File: src/rtl/pipeline_hazard_ctrl.sv
// pipeline_hazard_ctrl
//   Central sequencer for the PC and the four pipeline registers
//   (IF/ID, ID/EX, EX/MEM, MEM/WB). Produces per-stage enable/flush from
//   cache handshakes, load-use hazards, taken branches and halt. Holds the
//   whole pipeline while a data-memory access is outstanding and remembers
//   an instruction hit that arrives during that hold.
//
// Optional build macro: HAZARD_PERF_CNT_EN
//   Adds CNT_W-bit saturating counters stall_cycles / flush_events.
//
// Ports
//   CLK, nRST          clock (rising edge), async active-low reset
//   ihit, dhit         icache / dcache completion this cycle
//   dmem_req           EX/MEM holds a data-memory access
//   idex_memread       ID/EX holds a load, destination idex_rw
//   ifid_rs/rt         source registers of the IF/ID instruction
//   ifid_uses_rt       IF/ID instruction reads rt
//   branch_taken       PC redirect resolved in EX
//   halt_in            halt opcode at MEM/WB output
//   pc_en, *_en        PC / stage register enables
//   *_flush            stage bubble insert (wins over enable)
//   halt_out           registered halted indication
//   stall_cycles       (macro only) cycles with pc_en=0 while running
//   flush_events       (macro only) taken-branch flushes
module pipeline_hazard_ctrl #(
   parameter int unsigned REGW = 5
`ifdef HAZARD_PERF_CNT_EN
  ,parameter int unsigned CNT_W = 32
`endif
) (
   input  logic            CLK,
   input  logic            nRST,
   input  logic            ihit,
   input  logic            dhit,
   input  logic            dmem_req,
   input  logic            idex_memread,
   input  logic [REGW-1:0] idex_rw,
   input  logic [REGW-1:0] ifid_rs,
   input  logic [REGW-1:0] ifid_rt,
   input  logic            ifid_uses_rt,
   input  logic            branch_taken,
   input  logic            halt_in,
   output logic            pc_en,
   output logic            ifid_en,
   output logic            idex_en,
   output logic            exmem_en,
   output logic            memwb_en,
   output logic            ifid_flush,
   output logic            idex_flush,
   output logic            exmem_flush,
   output logic            memwb_flush,
   output logic            halt_out
`ifdef HAZARD_PERF_CNT_EN
  ,output logic [CNT_W-1:0] stall_cycles,
   output logic [CNT_W-1:0] flush_events
`endif
);

   typedef enum logic [1:0] {INIT, RUN, DWAIT, HALTED} state_t;

   state_t state, state_n;
   logic   ihit_seen, ihit_seen_n;
   logic   dstall, lu_hazard, fetch_ok, running;

   assign running   = (state == RUN) || (state == DWAIT);
   assign dstall    = dmem_req & ~dhit;
   assign fetch_ok  = ihit | ihit_seen;
   assign lu_hazard = idex_memread && (idex_rw != '0) &&
                      ((idex_rw == ifid_rs) || (ifid_uses_rt && (idex_rw == ifid_rt)));

   // state register
   always_ff @(posedge CLK, negedge nRST) begin
      if (!nRST) begin
         state     <= INIT;
         ihit_seen <= 1'b0;
         halt_out  <= 1'b0;
      end else begin
         state     <= state_n;
         ihit_seen <= ihit_seen_n;
         halt_out  <= (state_n == HALTED);
      end
   end

   // next-state logic
   always_comb begin
      state_n     = state;
      ihit_seen_n = ihit_seen;
      case (state)
         INIT:   state_n = RUN;
         RUN,
         DWAIT: begin
            if (dstall) begin
               // hold everything; a hit arriving now must not be lost
               state_n = DWAIT;
               if (ihit) ihit_seen_n = 1'b1;
            end else begin
               ihit_seen_n = 1'b0;
               state_n     = halt_in ? HALTED : RUN;
            end
         end
         HALTED: state_n = HALTED;
         default: state_n = INIT;
      endcase
   end

   // stage control outputs; flushed stages keep their enable low
   always_comb begin
      pc_en       = 1'b0;
      ifid_en     = 1'b0;
      idex_en     = 1'b0;
      exmem_en    = 1'b0;
      memwb_en    = 1'b0;
      ifid_flush  = 1'b0;
      idex_flush  = 1'b0;
      exmem_flush = 1'b0;
      memwb_flush = 1'b0;
      if (nRST) begin
         if (state == INIT) begin
            ifid_flush  = 1'b1;
            idex_flush  = 1'b1;
            exmem_flush = 1'b1;
            memwb_flush = 1'b1;
         end else if (running && !dstall) begin
            if (branch_taken) begin
               pc_en      = 1'b1;
               ifid_flush = 1'b1;
               idex_flush = 1'b1;
               exmem_en   = 1'b1;
               memwb_en   = 1'b1;
            end else if (lu_hazard) begin
               idex_flush = 1'b1;
               exmem_en   = 1'b1;
               memwb_en   = 1'b1;
            end else if (!fetch_ok) begin
               ifid_flush = 1'b1;
               idex_en    = 1'b1;
               exmem_en   = 1'b1;
               memwb_en   = 1'b1;
            end else begin
               pc_en    = 1'b1;
               ifid_en  = 1'b1;
               idex_en  = 1'b1;
               exmem_en = 1'b1;
               memwb_en = 1'b1;
            end
            if (halt_in) memwb_en = 1'b1;
         end
      end
   end

`ifdef HAZARD_PERF_CNT_EN
   always_ff @(posedge CLK, negedge nRST) begin
      if (!nRST) begin
         stall_cycles <= '0;
         flush_events <= '0;
      end else if (running) begin
         if (!pc_en && (stall_cycles != '1))
            stall_cycles <= stall_cycles + 1'b1;
         if (!dstall && branch_taken && (flush_events != '1))
            flush_events <= flush_events + 1'b1;
      end
   end
`endif

endmodule

File: config.mk
export PLATFORM = sky130hd
export DESIGN_NAME = pipeline_hazard_ctrl
export DESIGN_NICKNAME = d
export VERILOG_FILES = /design/src/rtl/pipeline_hazard_ctrl.sv
export SDC_FILE = /design/constraint.sdc
export NUM_CORES = 1
export LEC_CHECK = 0
export CAP_MARGIN = 20
export CORE_MARGIN = 1
export CORE_UTILIZATION = 30
export DETAILED_ROUTE_END_ITERATION = 8
export PLACE_DENSITY_LB_ADDON = 0.25
export SKIP_LAST_GASP = 1
export SYNTH_ARGS = -nofsm -noshare
export SYNTH_HDL_FRONTEND = slang
export SYNTH_SLANG_ARGS = --single-unit
File: constraint.sdc
create_clock -name CLK -period 2 [get_ports CLK]
set_input_delay 0.3 -clock CLK [delete_from_list [all_inputs] [get_ports CLK]]
set_output_delay 0.3 -clock CLK [all_outputs]
set_load 0.01 [all_outputs]
# Word level (Yosys, flattened, before mapping)
# Cells that the tools add are included.
word_totals:
  register_bits: 4
  inputBits: 24
classes:
  muxes: 36
  bitwise_logic: 3
  eq_ne: 7
  n_reduce_logical: 11
ops:
  columns: ["operator", "n"]
  rows:
  - ["$mux W1", 33]
  - ["$eq A5 B5 Y1", 2]
  - ["$eq A2 B2 Y1 const B", 3]
  - ["$pmux W2 S3", 1]
  - ["$reduce_bool A5 Y1", 1]
  - ["$logic_and A1 B1 Y1", 4]
  - ["$mux W2", 2]
  - ["$eq A2 B1 Y1 const B", 1]
  - ["$logic_not A2 Y1", 1]
  - ["$logic_or A1 B1 Y1", 2]
  - ["$ne A2 B2 Y1 const B", 1]
  - ["$reduce_and A2 Y1", 1]
  - ["$reduce_or A2 Y1", 1]
  - ["$and A1 B1 Y1", 1]
  - ["$logic_not A1 Y1", 1]
  - ["$not A1 Y1", 1]
  - ["$or A1 B1 Y1", 1]

# Depth between registers and ports, before layout
# Gate-level depths: netlist of run 1.
logic_depth:
  ltp_word: 9
  mapped_depth: 7
  ltp_nobuf: 7

# Worst setup path before layout of run 1
# No wires, ideal clock.
synth_path:
  path_kind: "reg-to-output"
  from: "register state[0]"
  to: "output ifid_en"
  arrival_ns: 1.515
  path_stages_with_launch: 6
  path_slack_ns: 0.185
  cell_sequence: "dfrtp_1 > inv_1 > ha_1 > nand3_1 > or4_1 > a21oi_1"
synth_via:
  elab_chain_len: 6
  word_cells_on_any_way: 8
  cone_classes: "eq/ne: 2; mux: 3; reduce/logical: 3"
synth_lines:
  columns: ["element", "line", "rtl"]
  rows:
  - ["from (decl)", "61", "state_t state, state_n;"]
  - ["from (signal assigned)", "78", "state <= state_n;"]
  - ["$eq A2 B1 Y1 / $eq A2 B2 Y1 (equally long branches)", "65", "assign running = (state == RUN) || (state == DWAIT);"]
  - ["$logic_or A1 B1 Y1", "65", null]
  - ["$logic_and A1 B1 Y1", "123", "end else if (running && !dstall) begin"]
  - ["$mux W1", "123", null]
  - ["$mux W1 (*)", "118", "if (state == INIT) begin"]
  - ["$mux W1 (*)", "117", "if (nRST) begin"]
  - ["to (decl)", "44", "output logic ifid_en,"]
# Every way passes the cells marked *; elsewhere a longest branch is shown, timed or not.

# Worst setup path after layout of run 1
layout_path:
  from: "register state[1]"
  to: "output ifid_en"
# The elaborated chain is that of the path after synthesis.

==> flow_summary.ini, run 1 <==
[cells_and_area]
seq_area_um2 = 100
fin_cells = 128
drive_gt1_frac = 0.451
synthToLayoutAreaGrowth_pct = 128
final_nets = 141
multi_input_area_um2 = 404
antenna_cells = 0
fillers = 95

[global_route]
grt_overflow = 0
grt_max_degree = 7
grt_usage = 0.216
first_global_vias = 567
antenna_found_initial = 0
grt_pass1_wl_um = 2350

[clocking]
clkTransAtPathRegs_ps = 40
cts-root-buf = clkbuf_4
cts_tree = done
numCtsBuffers = 3
cts_max_level = 1
clock_latency_ps = 240
cts.sinks = 4
cts_hold_buffers = 0
cts_buffer_depth = 2

[timing]
fin_crit_sh = 1.02
post-route-min-period_ps = 2050
skew_ps = 0.764
slew_headroom = 0.816
finalSetupViolations = 3
fmax_mhz = 489
hold_viol = 0
finalWorstSetupSlack_ps = -45.7
tightest_slew_ps = 276
rsz0062_at_grt = yes
slew_viol_final = 0
fin_hold_ws_ps = 433

[placement]
portBuffers = 33
gp_congestion = 0.859
pre_cts_slack_ps = -720
hpwl_um = 1130
place_inst = 119

[flow_run]
drv_cap = 0

[synth]
netlist_instances = 57
postSynthAreaPerCell_um2 = 7.86
yosysSeqAreaShare = 0.223
async_reset_ff_frac = 1.00
synth_top_area_share = 0.223
synth-main-ff-cell = dfrtp_1
synth_area_leaders = dfrtp_1, xnor2_1, a21oi_1
yosysMostFrequentCell = xnor2_1
syn_area_um2 = 448
synth.net_count = 83
synth-seq-cells = 4
ys_types = 24
synth_common_cells = xnor2_1, a21oi_1, nor2_1
synth_edf_count = 0
yosys_warnings = 0
yosysTopAreaCell = dfrtp_1

[die]
core_area_um2 = 1350
start_util = 0.332
rows = 13
die_y_um = 40.6
dieWidth_um = 40.6
boundaryPins = 34
die-area_um2 = 1650

[routing]
drc = 0
avgViaCountPerCell = 4.86
vias = 622
firstDrtPassIters = 4
wl_um = 1730
drt_iter0_markers = 7
wl_per_cell_um = 13.5
postRouteAntennaNets = 0

[power_and_ir_drop]
ir_worst_vdd_mv = 0.871
powerDensity_nw_per_um2 = 1020
p_leak_nw = 0.487

[setup_path]
r2r-start = state[0]
worstPathArrival_ps = 1750
cp_max_fo = 3
rr_endpoint = state[0]
start_kind = flop
critical_path_class = reg2out
r2r_slack_ps = 410
cp-end-kind = primary output
reg2regPathDepth = 7
cp.required_ps = 1700

[status]
violations = negative setup slack
outcome = finished with violations

[min_path]
hp-class = in2async
==> flip-flops by register name, indices dropped and copies added, names as in the netlist <==
signal     count
state          2
halt_out       1
ihit_seen      1
==> repair_timing <==
item	CTS	global route
gates resized for setup	41	18
endpoints found under the setup margin	9	5
pin swaps	9	8
setup buffers	3	3
==> layer usage <==
metal | global-route usage | share of wire | vias up
li1 | - | - | 314
met1 | 0.282 | 0.42 | 284
met2 | 0.345 | 0.52 | 24
met3 | 0.0543 | 0.058 | 0
met4 | 0.0667 | 0 | 0
met5 | 0 | 0 | -
==> kinds of logic (layout without fill, tap and decap cells) <==
logic type      after synthesis  count (layout)  synth area share
fa+ha+maj                     2               2            0.0559
flops                         4               4             0.223
compound gates               13              13             0.196
xor+xnor                     10              10             0.196
simple gates                 22              22             0.263
buf+inv                       6              62            0.0670
==> stage by stage <==
stage	utilization	power, W	instance area [um2]	setup TNS (ps)
6_report	0.755	0.00104	1020	-93.0
5_1_grt	0.755	0.00113	1020	-448
4_1_cts	0.711	0.000913	960	-145
3_5_place_dp	0.668	0.000760	902	-3580
3_3_place_gp	0.668	0.000752	902	-3360
2_1_floorplan	-	0.000418	448	0
==> area by class of cell <==
type	count	area share
clock buffers	3	0.0221
inverters	4	0.0147
multi-input cells	47	0.396
flip-flops and latches	4	0.0982
well taps	15	0.0184
repair buffers	55	0.450
==> power breakdown <==
group / total [W] / switching (W) / internal (W)
combinational: 0.000793 / 0.000329 / 0.000463
clock: 0.000101 / 0.0000339 / 0.0000672
sequential: 0.000143 / 0.0000225 / 0.000120
==> layout by cell type, fill, tap and decap left out, drive strengths merged <==
master | netlist | final
nor2 | 5 | 5
nand2b | 1 | 1
ha | 2 | 2
a2111oi | 1 | 1
o22ai | 1 | 1
or4 | 2 | 2
nand4 | 1 | 1
and3 | 1 | 1
inv | 4 | 4
o21ai | 2 | 2
nor2b | 1 | 1
dlygate4sd2 | 0 | 5
xnor2 | 10 | 10
clkdlybuf4s50 | 0 | 17
a211o | 1 | 1
and2 | 1 | 1
buf | 2 | 28
o21a | 2 | 2
a21oi | 5 | 5
clkbuf | 0 | 6
nand2 | 3 | 3
dlymetal6s2s | 0 | 2
dfrtp | 4 | 4
or3 | 2 | 2
a21boi | 1 | 1
nand3 | 2 | 2
nor3 | 3 | 3
==> worst max path at each step <==
stage	start	endpoint	slack, ps	depth (start not counted)
after floorplan	state[0]	ifid_en	180	5
after global placement	idex_rw[1]	idex_en	-710	5
after detailed placement	idex_rw[1]	idex_en	-720	5
after CTS	state[0]	ifid_en	-80	6
after global routing	state[1]	pc_en	-140	7
final	state[1]	ifid_en	-50	6
==> worst max-delay path: stages, from the launching register on <==
cell     delay [ps]
dfrtp_1         360
inv_2            50
ha_4            280
nand3_4          70
or4_4           490
a21oi_2         120
buf_2           140
Note: power is estimated with default switching activity, not from simulation.
==> inputs of run 2 (changes only) <==
--- a/config.mk
+++ b/config.mk
@@ -14,3 +14,4 @@
 export SYNTH_ARGS = -nofsm -noshare
 export SYNTH_HDL_FRONTEND = slang
 export SYNTH_SLANG_ARGS = --single-unit
+export TNS_END_PERCENT = 20
==> run 2 against run 1 <==
- the flow still finishes with violations (negative setup slack)
- clock skew increased by 0.84 ps
- non-clock buffer count decreased by 5
- worst setup slack got worse by 150 ps
- power decreased by 20%
- final cell count decreased by 3.9%
- wire length decreased by 17%
- hold slack got worse by 65 ps
- utilization decreased by 7.2 points
==> flow_summary.ini, run 2 (synthesized netlist as in run 1, its figures left out) <==
[routing]
firstDrtPassIters = 2
postRouteAntennaNets = 0
route.met2.wl_um = 651
wl_um = 1430
routed.top_layer = met3
wl_met3_um = 99
met1_length_um = 681
drc = 0
avgViaCountPerCell = 4.79
drt_iter0_markers = 5
vias = 589
wl_per_cell_um = 11.6

[cells_and_area]
final_nets = 136
drive_gt1_frac = 0.269
antenna_cells = 0
regMostFlops = state
post-route-util = 0.683
largestRegisters = state (2), halt_out (1), ihit_seen (1)
synthToLayoutAreaGrowth_pct = 106
final_common_cell = clkdlybuf4s50_1
layout_common_cells = clkdlybuf4s50_1, buf_4, xnor2_1
largest_reg_flops = 2

[clocking]
clock_latency_ps = 240
cts_buffer_depth = 2
cts-root-buf = clkbuf_4
cts_max_level = 1
clkTransAtPathRegs_ps = 40
cts.sinks = 4
numCtsBuffers = 3
cts_tree = done

[timing]
slew_viol_final = 0
finalWorstSetupSlack_ps = -193
post-route-min-period_ps = 2190
fmax_mhz = 456
rsz0062_at_grt = yes
slew_headroom = 0.807
skew_ps = 1.60
tightest_slew_ps = 290
hold_viol = 0
finalSetupViolations = 7
fin_crit_sh = 1.10

[power_and_ir_drop]
pwr-share-clk = 0.122
pwr-share-comb = 0.712
powerDensity_nw_per_um2 = 895
switching_share = 0.368
switchingPower_w = 0.000304
p_leak_nw = 0.438
sequentialPowerShare = 0.166
p_int_w = 0.000521
ir_worst_vdd_mv = 0.661

[setup_path]
cp_max_fo = 2
start_kind = primary input
cp-end-kind = primary output
cp.required_ps = 1700
worstPathArrival_ps = 1890
critical_path_class = in2out

[placement]
gp_congestion = 0.859
hpwl_um = 1130
pre_cts_slack_ps = -720
portBuffers = 33

[die]
core_area_um2 = 1350
boundaryPins = 34
rows = 13
die_y_um = 40.6
die-area_um2 = 1650
start_util = 0.332
dieWidth_um = 40.6

[flow_run]
drv_cap = 0

[global_route]
grt_pass1_wl_um = 2130
antenna_found_initial = 0
first_global_vias = 514
grt_max_degree = 7
grt_overflow = 0
grt_usage = 0.198

[status]
violations = negative setup slack
outcome = finished with violations

[min_path]
hp-class = in2async
==> run 2: cell types whose count changed in the layout (fill, tap and decap cells not counted), moves of 3 or more <==
| cell | before | now |
|---|---|---|
| clkdlybuf4s50_1 | 17 | 23 |
| buf_4 | 21 | 17 |
| inv_1 | 1 | 4 |
| inv_2 | 3 | 0 |
==> run 2: worst max-delay path, stage by stage <==
cell             delay (ps)
clkdlybuf4s50_1         430
or4_4                   450
o21a_1                  230
a2111oi_2               290
buf_2                   190
==> run 2: final timing paths <==
check / from / to / slack, ps / cells past startpoint
min in group CLK: ihit_seen / ihit_seen / 520 / 2
max in group asynchronous: nRST / state[0] / 1520 / 2
setup reg to reg: state[0] / state[0] / 460 / 6
hold reg to reg: ihit_seen / ihit_seen / 520 / 2
hold / removal: nRST / ihit_seen / 370 / 2
setup / recovery: idex_rw[1] / idex_en / -190 / 5
==> run 2: area by class of cell <==
type                            count  area [um2]
Tap cell                           15        18.8
Inverter                            4        15.0
Clock buffer                        3        22.5
Timing Repair Buffer               50         430
Fill cell                         118         428
Multi-Input combinational cell     47         335
Sequential cell                     4         100
==> run 2: stage by stage <==
step / cells / instance area [um2] / hold WS, ps / setup TNS [ps] / total power (W)
2_1_floorplan: 57 / 448 / 4.41 / 0 / 0.000418
3_3_place_gp: 119 / 902 / 510 / -3360 / 0.000752
3_5_place_dp: 119 / 902 / 514 / -3580 / 0.000760
4_1_cts: 123 / 923 / 363 / -1110 / 0.000839
5_1_grt: 123 / 922 / 366 / -1340 / 0.000908
6_report: 123 / 922 / 368 / -807 / 0.000825
==> run 2: metal layers <==
layer,global-route usage,vias up
met1,0.279,264
met3,0.0489,0
met2,0.298,23
li1,-,302
met5,0,-
met4,0.0500,0
==> run 2: power groups by stage <==
stage          clock, W  combinational, W  sequential [W]
3_5_place_dp          0          0.000621        0.000139
2_1_floorplan         0          0.000278        0.000140
5_1_grt        0.000117          0.000647        0.000143
6_report       0.000101          0.000587        0.000137
4_1_cts        0.000108          0.000593        0.000138
3_3_place_gp          0          0.000614        0.000138
==> run 2: timing repair <==
item,in CTS,in global routing
hold buffers,0,0
pin swaps,4,0
gates resized for setup,24,3
setup endpoints to repair,9,9
buffers inserted,1,0
==> inputs of run 3 (changes only) <==
--- a/config.mk
+++ b/config.mk
@@ -5,11 +5,12 @@
 export SDC_FILE = /design/constraint.sdc
 export NUM_CORES = 1
 export LEC_CHECK = 0
+export ABC_AREA = 0
 export CAP_MARGIN = 20
 export CORE_MARGIN = 1
 export CORE_UTILIZATION = 30
 export DETAILED_ROUTE_END_ITERATION = 8
-export PLACE_DENSITY_LB_ADDON = 0.25
+export PLACE_DENSITY = 0.73
 export SKIP_LAST_GASP = 1
 export SYNTH_ARGS = -nofsm -noshare
 export SYNTH_HDL_FRONTEND = slang
==> run 3 against run 2 <==
- the run still ends with negative setup slack left
- die area stayed put
- clock power down 4%
- final cell count grew 0.81%
- hold slack improved by 5.5 ps
- sequential power barely moved
- non-clock buffer count grew 1
- first-iteration DRC count up 120%
- critical path depth stayed put
- global-route usage is 0.27 points higher
- maximum frequency is 0.41% lower
- critical endpoint unchanged
==> flow_summary.ini, run 3 (synthesized netlist as in run 1, its figures left out) <==
[global_route]
first_global_vias = 558
grt_pass1_wl_um = 2150
grtUsageMet1 = 0.155
grt_max_degree = 7
grt_usage = 0.200
grt_use_met2 = 0.460
grt_busiest_layer = met2
grt_util_met3 = 0.0435
antenna_found_initial = 0
grt_overflow = 0

[setup_path]
r2r_slack_ps = 480
slowest_delay_ps = 560
rr_endpoint = state[0]
cp_max_fo = 2
critical_path_class = in2out
cp-end-kind = primary output
start_kind = primary input
cp.required_ps = 1700
cp_cell_sequence = dlygate4sd2_1 > or4_4 > o21a_1 > a2111oi_4 > buf_2
r2r-start = state[0]
worstPathArrival_ps = 1900
reg2regPathDepth = 6
slowest_stage = or4_4

[placement]
placed_cell_area_um2 = 917
gp_congestion = 0.719
hpwl_um = 1240
portBuffers = 33
pre_cts_slack_ps = -779

[die]
start_util = 0.332
boundaryPins = 34
die_y_um = 40.6
die-area_um2 = 1650
dieWidth_um = 40.6
core_area_um2 = 1350
rows = 13

[timing]
fin_crit_sh = 1.10
finalWorstSetupSlack_ps = -202
slew_headroom = 0.807
finalSetupViolations = 7
post-route-min-period_ps = 2200
rsz0062_at_grt = yes
slew_viol_final = 0
fmax_mhz = 454
hold_viol = 0
tightest_slew_ps = 289
skew_ps = 2.11

[power_and_ir_drop]
switching_share = 0.366
sequentialPowerShare = 0.159
power.total_w = 0.000867
p_int_w = 0.000550
powerDensity_nw_per_um2 = 905
ir_worst_vdd_mv = 0.752
p_leak_nw = 0.447
pwr-share-clk = 0.112
switchingPower_w = 0.000317
pwr-share-comb = 0.729

[cells_and_area]
antenna_cells = 0
synthToLayoutAreaGrowth_pct = 114
post-route-util = 0.710
drive_gt1_frac = 0.266
largestRegisters = state (2), halt_out (1), ihit_seen (1)
layout_common_cells = clkdlybuf4s50_1, buf_4, xnor2_1
final_common_cell = clkdlybuf4s50_1
largest_reg_flops = 2
regMostFlops = state
seq_area_um2 = 100
multi_input_area_um2 = 355
final_area_um2 = 958
fillers = 118
final_nets = 137

[routing]
wl_per_cell_um = 12.8
drt_iter0_markers = 11
wl_um = 1590
postRouteAntennaNets = 0
drc = 0
avgViaCountPerCell = 4.74
vias = 588
firstDrtPassIters = 3

[clocking]
numCtsBuffers = 3
cts_max_level = 1
cts-root-buf = clkbuf_4
clkTransAtPathRegs_ps = 40
cts_tree = done
cts.sinks = 4
clock_latency_ps = 230
cts_buffer_depth = 2

[flow_run]
drv_cap = 0

[status]
violations = negative setup slack
outcome = finished with violations

[min_path]
hp-class = in2async
run 3: cell types whose count changed in the layout (fill, tap and decap cells not counted), sizes merged:
cell and change:
dlygate4sd2 +2, clkdlybuf4s15 +1, clkbuf -1, clkdlybuf4s50 -1
run 3: repair_timing:
action	in CTS	in global routing
gates resized for setup	26	1
setup buffers	0	0
hold buffers	0	0
endpoints found under the setup margin	9	8
pin swaps	4	0
run 3: power by group through the flow:
stage                     Clock (W)  Combinational, W  Sequential, W
after global placement            0          0.000629       0.000138
after global routing       0.000106          0.000699       0.000141
final                     0.0000972          0.000632       0.000137
after floorplan                   0          0.000278       0.000140
after detailed placement          0          0.000643       0.000139
after CTS                  0.000102          0.000633       0.000138
run 3: worst max-delay path by stage:
stage	end	from	slack, ps
3_3_place_gp	idex_en	idex_rw[1]	-700
3_5_place_dp	idex_en	idex_rw[1]	-780
6_report	idex_en	idex_rw[3]	-200
5_1_grt	pc_en	state[0]	-250
4_1_cts	memwb_flush	state[0]	-150
2_1_floorplan	ifid_en	state[0]	180
run 3: worst max-delay path, delay by kind of cell:
kind,cells,cell delay (ps)
buffers and inverters,2,440
AOI/OAI and AO/OA,2,600
and+or+nand+nor,1,560
run 3: layout make-up:
| class | count | area share |
|---|---|---|
| clock buffer | 3 | 0.0235 |
| inverter | 4 | 0.0157 |
| multi-input combinational | 47 | 0.371 |
| sequential | 4 | 0.104 |
| tap | 15 | 0.0196 |
| timing repair buffer | 51 | 0.466 |
run 3: per-stage QoR:
step / setup TNS, ps / std cells / hold WS [ps]
after floorplan: 0 / 57 / 4.41
after global placement: -3390 / 121 / 505
after detailed placement: -3750 / 121 / 510
after CTS: -1030 / 124 / 367
after global routing: -1510 / 124 / 383
final: -898 / 124 / 374
run 3: per-layer routing:
layer	part of all wire	vias up
met3	0.12	0
met2	0.55	30
li1	-	302
met1	0.32	256
met4	0	0
met5	0	-
